File: src/rtl/i2c_target_regfile.sv
`default_nettype none
// ============================================================================
//  Module      : i2c_target_regfile
//  Description : I2C target with a 7-bit address match, register-pointer byte
//                and auto-incrementing multi-byte write/read into a small
//                8-bit register file. A local fabric port loads and observes
//                the registers.
//  Options     : I2C_GLITCH_FILTER_EN - adds a 3-sample majority filter on
//                the synchronized SCL/SDA lines (2 clk extra edge latency).
//  Revision    : 1.0 - initial release
// ============================================================================
module i2c_target_regfile #(
  parameter logic [6:0] DEV_ADDR  = 7'h53,
  parameter int         ADDR_W    = 4,
  parameter logic [7:0] RESET_VAL = 8'h00
) (
  input  logic              clk_clk,
  input  logic              reset_reset_n,
  input  logic              scl_i,
  input  logic              sda_i,
  output logic              sda_oe,
  output logic              busy,
  input  logic              loc_we,
  input  logic [ADDR_W-1:0] loc_addr,
  input  logic [7:0]        loc_wdata,
  output logic [7:0]        loc_rdata,
  output logic              i2c_wr_pulse,
  output logic [ADDR_W-1:0] i2c_wr_addr
);

  localparam int NUM_REGS = 2 ** ADDR_W;

  typedef enum logic [2:0] {
    S_IDLE  = 3'd0,
    S_ADDR  = 3'd1,
    S_ACK_A = 3'd2,
    S_PTR   = 3'd3,
    S_WR    = 3'd4,
    S_RD    = 3'd5,
    S_WAIT  = 3'd6
  } state_t;

  logic [1:0] scl_sync, sda_sync;
  logic       scl_line, sda_line;
  logic       scl_prev, sda_prev;

  // Two-flop synchronizers; reset to the idle (released) bus level.
  always_ff @(posedge clk_clk or negedge reset_reset_n) begin
    if (!reset_reset_n) begin
      scl_sync <= 2'b11;
      sda_sync <= 2'b11;
    end else begin
      scl_sync <= {scl_sync[0], scl_i};
      sda_sync <= {sda_sync[0], sda_i};
    end
  end

`ifdef I2C_GLITCH_FILTER_EN
  logic [2:0] scl_hist, sda_hist;

  // Three-sample history feeding a majority vote; single-clk pulses lose.
  always_ff @(posedge clk_clk or negedge reset_reset_n) begin
    if (!reset_reset_n) begin
      scl_hist <= 3'b111;
      sda_hist <= 3'b111;
    end else begin
      scl_hist <= {scl_hist[1:0], scl_sync[1]};
      sda_hist <= {sda_hist[1:0], sda_sync[1]};
    end
  end

  assign scl_line = (scl_hist[0] & scl_hist[1]) | (scl_hist[0] & scl_hist[2]) |
                    (scl_hist[1] & scl_hist[2]);
  assign sda_line = (sda_hist[0] & sda_hist[1]) | (sda_hist[0] & sda_hist[2]) |
                    (sda_hist[1] & sda_hist[2]);
`else
  assign scl_line = scl_sync[1];
  assign sda_line = sda_sync[1];
`endif

  // Previous-sample registers for edge and START/STOP detection.
  always_ff @(posedge clk_clk or negedge reset_reset_n) begin
    if (!reset_reset_n) begin
      scl_prev <= 1'b1;
      sda_prev <= 1'b1;
    end else begin
      scl_prev <= scl_line;
      sda_prev <= sda_line;
    end
  end

  logic scl_rise, scl_fall, start_det, stop_det;
  assign scl_rise  = scl_line & ~scl_prev;
  assign scl_fall  = ~scl_line & scl_prev;
  assign start_det = scl_line & scl_prev & sda_prev & ~sda_line;
  assign stop_det  = scl_line & scl_prev & ~sda_prev & sda_line;

  state_t            state;
  logic [7:0]        regs [NUM_REGS];
  logic [6:0]        shift_in;   // bits already received of the current byte
  logic [6:0]        tx;         // remaining bits of the byte being sent
  logic [3:0]        cnt;        // 0-7 data bits, 8/9 ACK slot phases
  logic              rw;
  logic [ADDR_W-1:0] ptr;
  logic [7:0]        rx_byte;

  assign rx_byte = {shift_in, sda_line};

  // Protocol FSM plus register file; I2C commits follow local writes so they win.
  always_ff @(posedge clk_clk or negedge reset_reset_n) begin
    if (!reset_reset_n) begin
      state        <= S_IDLE;
      sda_oe       <= 1'b0;
      busy         <= 1'b0;
      i2c_wr_pulse <= 1'b0;
      i2c_wr_addr  <= '0;
      loc_rdata    <= 8'h00;
      shift_in     <= '0;
      tx           <= '0;
      cnt          <= 4'd0;
      rw           <= 1'b0;
      ptr          <= '0;
      for (int i = 0; i < NUM_REGS; i++) regs[i] <= RESET_VAL;
    end else begin
      i2c_wr_pulse <= 1'b0;
      loc_rdata    <= regs[loc_addr];
      if (loc_we) regs[loc_addr] <= loc_wdata;

      if (start_det) begin
        state  <= S_ADDR;
        cnt    <= 4'd0;
        sda_oe <= 1'b0;
        busy   <= 1'b0;
      end else if (stop_det) begin
        state  <= S_IDLE;
        cnt    <= 4'd0;
        sda_oe <= 1'b0;
        busy   <= 1'b0;
      end else begin
        case (state)
          S_IDLE, S_WAIT: ;
          S_ADDR: begin
            if (scl_rise) begin
              shift_in <= rx_byte[6:0];
              cnt      <= cnt + 4'd1;
              if (cnt == 4'd7) begin
                if (rx_byte[7:1] == DEV_ADDR) begin
                  rw    <= rx_byte[0];
                  state <= S_ACK_A;
                end else begin
                  state <= S_IDLE;
                end
              end
            end
          end
          S_ACK_A: begin
            if (scl_fall) begin
              if (cnt == 4'd8) begin
                sda_oe <= 1'b1;
                busy   <= 1'b1;
                cnt    <= 4'd9;
              end else begin
                cnt <= 4'd0;
                if (rw) begin
                  tx     <= regs[ptr][6:0];
                  sda_oe <= ~regs[ptr][7];
                  state  <= S_RD;
                end else begin
                  sda_oe <= 1'b0;
                  state  <= S_PTR;
                end
              end
            end
          end
          S_PTR, S_WR: begin
            if (scl_rise && cnt < 4'd8) begin
              shift_in <= rx_byte[6:0];
              cnt      <= cnt + 4'd1;
              if (cnt == 4'd7) begin
                if (state == S_PTR) begin
                  ptr <= rx_byte[ADDR_W-1:0];
                end else begin
                  regs[ptr]    <= rx_byte;
                  i2c_wr_pulse <= 1'b1;
                  i2c_wr_addr  <= ptr;
                  ptr          <= ptr + 1'b1;
                end
              end
            end else if (scl_fall && cnt == 4'd8) begin
              sda_oe <= 1'b1;
              cnt    <= 4'd9;
            end else if (scl_fall && cnt == 4'd9) begin
              sda_oe <= 1'b0;
              cnt    <= 4'd0;
              state  <= S_WR;
            end
          end
          S_RD: begin
            if (scl_fall) begin
              if (cnt < 4'd7) begin
                sda_oe <= ~tx[6];
                tx     <= {tx[5:0], 1'b0};
                cnt    <= cnt + 4'd1;
              end else if (cnt == 4'd7) begin
                sda_oe <= 1'b0;
                cnt    <= 4'd8;
              end else if (cnt == 4'd9) begin
                tx     <= regs[ptr][6:0];
                sda_oe <= ~regs[ptr][7];
                cnt    <= 4'd0;
              end
            end else if (scl_rise && cnt == 4'd8) begin
              if (!sda_line) begin
                ptr <= ptr + 1'b1;
                cnt <= 4'd9;
              end else begin
                state <= S_WAIT;
              end
            end
          end
          default: state <= S_IDLE;
        endcase
      end
    end
  end

endmodule
`default_nettype wire

File: config.mk
export PLATFORM = sky130hd
export DESIGN_NAME = i2c_target_regfile
export DESIGN_NICKNAME = d
export VERILOG_FILES = /design/src/rtl/i2c_target_regfile.sv
export SDC_FILE = /design/constraint.sdc
export NUM_CORES = 1
export LEC_CHECK = 0
export CAP_MARGIN = 30
export CORE_ASPECT_RATIO = 1.4
export CORE_MARGIN = 5
export CORE_UTILIZATION = 40
export CTS_BUF_LIST = sky130_fd_sc_hd__clkbuf_8
export DETAILED_ROUTE_END_ITERATION = 6
export PLACE_DENSITY_LB_ADDON = 0.08
export SYNTH_ARGS = -nofsm -noshare
export SYNTH_HDL_FRONTEND = slang
export SYNTH_SLANG_ARGS = --single-unit
export TNS_END_PERCENT = 20
File: constraint.sdc
create_clock -name clk_clk -period 2.95 [get_ports clk_clk]
set_input_delay 0.295 -clock clk_clk [delete_from_list [all_inputs] [get_ports clk_clk]]
set_output_delay 0.295 -clock clk_clk [all_outputs]
set_load 0.01 [all_outputs]
=== Yosys cells after proc, flatten, opt, wreduce, memory -nomap -nowiden ===
Index checks and enable logic that the tools add are counted.
Widths: inputs -> output; s select.

* Add/subtract/negate cells: 2
* Magnitude comparators: 6
* Eq/ne operators: 40
* Muxes and demuxes: 91
* Bitwise operators: 18
* Reductions and logical operators: 26

{| class="wikitable"
|+ Operators by type and width
! kind !! number
|-
| $mux 128 || 7
|-
| $bwmux 128 || 2
|-
| $mux 4 || 20
|-
| $bmux 8 s4 || 2
|-
| $demux 8 s4 || 2
|-
| $mux 7 || 9
|-
| $mux 8 || 6
|-
| $ne 4x4->1 const B || 11
|-
| $mux 3 || 13
|-
| $pmux 7 s2 || 2
|-
| $mux 1 || 23
|-
| $ne 2x2->1 const B || 10
|-
| $reduce_and 6->1 || 3
|-
| $pmux 4 s4 || 1
|-
| $ne 5x5->1 const B || 3
|-
| $pmux 3 s5 || 1
|-
| $ne 6x6->1 const B || 2
|-
| $reduce_and 11->1 || 1
|-
| $ge 5x5->1 const B || 2
|-
| $lt 5x1->1 const B || 2
|-
| $not 4->5 || 2
|-
| $eq 3x3->1 const B || 3
|-
| $ne 3x3->1 const B || 3
|-
| $not 1->1 || 9
|-
| other kinds (25) || 44
|}

* Flip-flop bits (word level): 175
* Output and inout bits: 15

=== Depth between registers and ports, before layout ===
* Depth in word-level cells: 14
* Depth in mapped cells: 10
* Gate-level depth less buffers: 8

=== Least setup slack after synthesis ===
OpenSTA, ideal clock, no wires.

* Path kind: register to register
* From: reg cnt[0]
* To: reg state[0]
* Library setup time: 87 ps
* Data arrival time: 2040 ps
* Setup slack: 822 ps
* Stages on the path, launching flop included: 9
* Period minus slack after synthesis: 2128 ps
* Path through: dfrtp_1 -> inv_1 -> ha_1 -> and3b_1 -> a21oi_1 -> a2111oi_2 -> o311a_2 -> mux2_2 -> a22oi_1

* Cells in the longest elaborated chain, start to end: 4
* Elaborated cells between the ends (all ways): 15

{| class="wikitable"
|+ RTL lines
! element !! line !! RTL
|-
| start, declared || 102 || <nowiki>logic [3:0] cnt;</nowiki>
|-
| start signal, assigned || 145 || <nowiki>cnt <= cnt + 4'd1;</nowiki>
|-
| start signal, assigned || 178 || <nowiki>cnt <= cnt + 4'd1;</nowiki>
|-
| start signal, assigned || 203 || <nowiki>cnt <= cnt + 4'd1;</nowiki>
|-
| $lt 4x4->1 (tied with other cells) || 176 || <nowiki>if (scl_rise && cnt < 4'd8) begin</nowiki>
|-
| $logic_and 1x1->1 (on tied branches) || n/a ||
|-
| $ne 4x4->1 (no line) || n/a ||
|-
| $reduce_and 11->1 (no line) (*) || n/a ||
|-
| end signal, assigned || 167 || <nowiki>state <= S_RD;</nowiki>
|-
| end signal, assigned || 170 || <nowiki>state <= S_PTR;</nowiki>
|-
| end signal, assigned || 195 || <nowiki>state <= S_WR;</nowiki>
|-
| end, declared || 98 || <nowiki>state_t state;</nowiki>
|}

Mark *: on every way between the ends. The rest lies on a longest branch, timed or not.
A chain may end at the register's enable or synchronous reset.

=== Final worst setup path ===
* From: reg cnt[0]
* To: reg regs[85] (netlist name)

* Cells in the longest elaborated chain, start to end: 6
* Elaborated cells between the ends (all ways): 8

{| class="wikitable"
|+ RTL lines
! element !! line !! RTL
|-
| $lt 4x4->1 or $eq 4x3->1 (tied branches) || 176, 179 ||
|-
| $logic_and 1x1->1 or $mux 128 (tied branches) || 176, 179 ||
|-
| $mux 128 (*) || 176 ||
|-
| $mux 128 (*) || 140 || <nowiki>case (state)</nowiki>
|-
| $mux 128 (*) || 134 || <nowiki>end else if (stop_det) begin</nowiki>
|-
| $mux 128 (*) || 129 || <nowiki>if (start_det) begin</nowiki>
|-
| end signal, assigned by index || 127 || <nowiki>if (loc_we) regs[loc_addr] <= loc_wdata;</nowiki>
|-
| end signal, assigned by index || 183 || <nowiki>regs[ptr] <= rx_byte;</nowiki>
|-
| end, declared || 99 || <nowiki>logic [7:0] regs [NUM_REGS];</nowiki>
|}

Marks and branches as above.

==> results_dict.tcl <==
set metrics [dict create \
    status "completed" \
    crit_required_ns 3.27 \
    ioPinCount 32 \
    ctsResizeCount 0 \
    vias 7782 \
    coreArea_um2 26200 \
    synth-edff-count 0 \
    period_needed_ns 2.55 \
    r2r_start "cnt[0]" \
    gp_congestion 0.892 \
    synth-main-ff-cell "dfrtp_1" \
    dp_cells 1294 \
    grt_pass1_vias 7951 \
    tns_ns 0 \
    clock_skew_ns 0.0155 \
    r2r_cells 5 \
    max_freq_ghz 0.392 \
    row_count 70 \
    vias_per_cell 5.86 \
    grt_pass1_wl_mm 50.7 \
    p_leak_nw 4.63 \
    hp-class "in -> reg" \
    cap_violations 0 \
    grt_overflow 0 \
    ant_nets 0 \
    crit_end "regs[85]" \
    die_h_um 203 \
    start_util_pct 40.5 \
    setup.worst_path.start "cnt[0]" \
    fill_cells 2425 \
    critPathMaxFanout 16 \
    yosysWarnings 0 \
    synth.most_common_cell "dfrtp_1" \
    synth_common_cells "dfrtp_1, mux2i_1, nand2_1, o21ai_0, mux4_2" \
    dieArea_um2 29900 \
    async_flop_share_pct 100 \
    syn_inst 977 \
    cellPowerDensity_nw_per_um2 682 \
    cts_hold_buf 1 \
    post_cts.repair.setup_buffers 0 \
    yosysSeqAreaShare_pct 41.3 \
    final_util_pct 45.1 \
    cts_buffers 17 \
    slew_headroom_pct 40.5 \
    die_w_um 148 \
    drtIter0Drc 626 \
    crit_type "reg -> reg" \
    finalNetCount 1014 \
    cts_sinks 175 \
    rrSetupSlack_ns 0.40 \
    cp.arrival_ns 2.87 \
    layoutNonFillerInstCount 1327 \
    finalCritPeriodShare_pct 86.4 \
    worstSkewPairLatency_ns 0.48 \
    htree_num_levels 4 \
    rsz0062_at_grt "false" \
    reg2reg_to "regs[85]" \
    area_delta_synth_final_pct 11.4 \
    netlist_area_um2 10600 \
    setup_violations 0 \
    drt_wl_total_mm 33.0 \
    cp-start-kind "register" \
    synth_top_area_cell "dfrtp_1" \
    layout-drive-gt1-share_pct 19.8 \
    antenna_found_initial 0 \
    hold_viol 0 \
    clk_pin_slew_ns 0.09 \
    synth_top_area_share_pct 39.9 \
    drc 0 \
    grt_max_degree 79 \
    vdd_drop_max_mv 0.300 \
    port_buffers 31 \
    yosys-top-cells-area "dfrtp_1, mux4_2, mux2i_1, o21ai_0, nand2_1" \
    ys_ff_latch 175 \
    wl_per_cell_um 24.9 \
    finalMaxSlewViolations 0 \
    cts_tree "built" \
    root_buffer "clkbuf_8" \
    synth_cell_types 67 \
    power_mw 8.07 \
    syn_nets 1001 \
    antenna_cells 0 \
    dpl.hpwl_mm 23.7 \
    synth.avg_cell_area_um2 10.9 \
    grt_use_total_pct 22.5 \
    clock_path_buffers 2 \
    worstMarginPinSlew_ns 0.890 \
    end_kind "register" \
    drt_first_pass_iters 5 \
]
[cell usage in the layout, fill, tap and decap left out, types with 3 or more instances in the layout]
master,netlist,final
mux4_2,77,77
nand2b_1,8,8
clkbuf_8,0,21
a21oi_1,49,49
o21ai_0,110,110
dfrtp_1,169,167
mux2_2,12,12
nand3_1,13,13
nand2_1,117,117
xnor2_1,3,3
dfstp_2,6,6
and3_1,15,15
nor3_1,6,6
o22ai_1,3,3
or3_1,3,3
buf_4,2,51
mux2i_1,144,144
a31oi_1,4,4
nand3b_1,7,7
buf_12,0,3
clkdlybuf4s50_1,0,28
o21ai_1,11,11
bufinv_16,0,5
nor2_1,61,61
inv_1,8,10
ha_1,7,7
[routing by layer]
metal / routed length [µm] / GRT usage, %
met4: 639 / 5.96
met3: 1090 / 2.88
met1: 13600 / 28.1
met2: 17600 / 41.0
met5: 0 / 0
[worst min-delay path by stage]
stage | start | endpoint | slack [ns] | depth (start not counted)
6_report | sda_i | sda_sync[0] | 0.23 | 1
3_3_place_gp | scl_sync[0] | scl_sync[1] | 0.35 | 0
5_1_grt | scl_i | scl_sync[0] | 0.19 | 1
2_1_floorplan | reset_reset_n | busy | -0.0006 | 0
3_5_place_dp | scl_sync[0] | scl_sync[1] | 0.35 | 0
4_1_cts | sda_i | sda_sync[0] | 0.20 | 1
[sequential cells by signal, summed over array words and instances, names as in the netlist, 2 cells and up]
register and count:
shift_in 7, sda_sync 2, loc_rdata 8, i2c_wr_addr 4, regs 128, state 3
tx 7, ptr 4, cnt 4, scl_sync 2
[where the power goes]
| group | leakage, nW | total [mW] | internal [mW] | switching [mW] |
|---|---|---|---|---|
| Sequential | 1.99 | 3.50 | 2.97 | 0.527 |
| Combinational | 2.40 | 2.59 | 1.25 | 1.35 |
| Clock | 0.237 | 1.98 | 1.07 | 0.908 |
| Total | 4.63 | 8.07 | 5.28 | 2.78 |
[cells by family (layout without fill, tap and decap cells)]
kind of cell             Yosys count  in the layout  share of synthesized area (%)
AO/OA/AOI/OAI                    203            203                           10.6
AND/OR/NAND/NOR                  254            254                           11.4
XOR/XNOR                           3              3                          0.248
multiplexers                     233            233                           31.2
buffers and inverters            102            128                           4.34
adder cells (fa/ha/maj)            7              7                          0.825
flip-flops                       175            175                           41.3
[metrics by stage]
step / hold WS (ns) / area [µm²] / setup WS, ns
floorplan: -0.000591 / 10600 / 0.822
global placement: 0.348 / 11300 / 0.485
detailed placement: 0.349 / 11300 / 0.430
CTS: 0.197 / 11800 / 0.403
global route: 0.193 / 11800 / 0.186
finish: 0.233 / 11800 / 0.402
[cell type report]
class	instances	area, µm²	area share [%]
Multi-Input combinational cell	700	5760	48.8
Sequential cell	175	4390	37.1
Timing Repair Buffer	86	757	6.40
Tap cell	324	405	3.43
Clock buffer	20	275	2.33
Clock inverter	12	191	1.62
Inverter	10	37.5	0.318
[critical path, stage by stage (launching register included)]
cell and delay (ns):
dfrtp_1 0.51, ha_1 0.37, nand4b_4 0.25, nor3_1 0.38, and3_1 0.64, o21ai_0 0.22
Note: power is estimated with default switching activity, not from simulation.
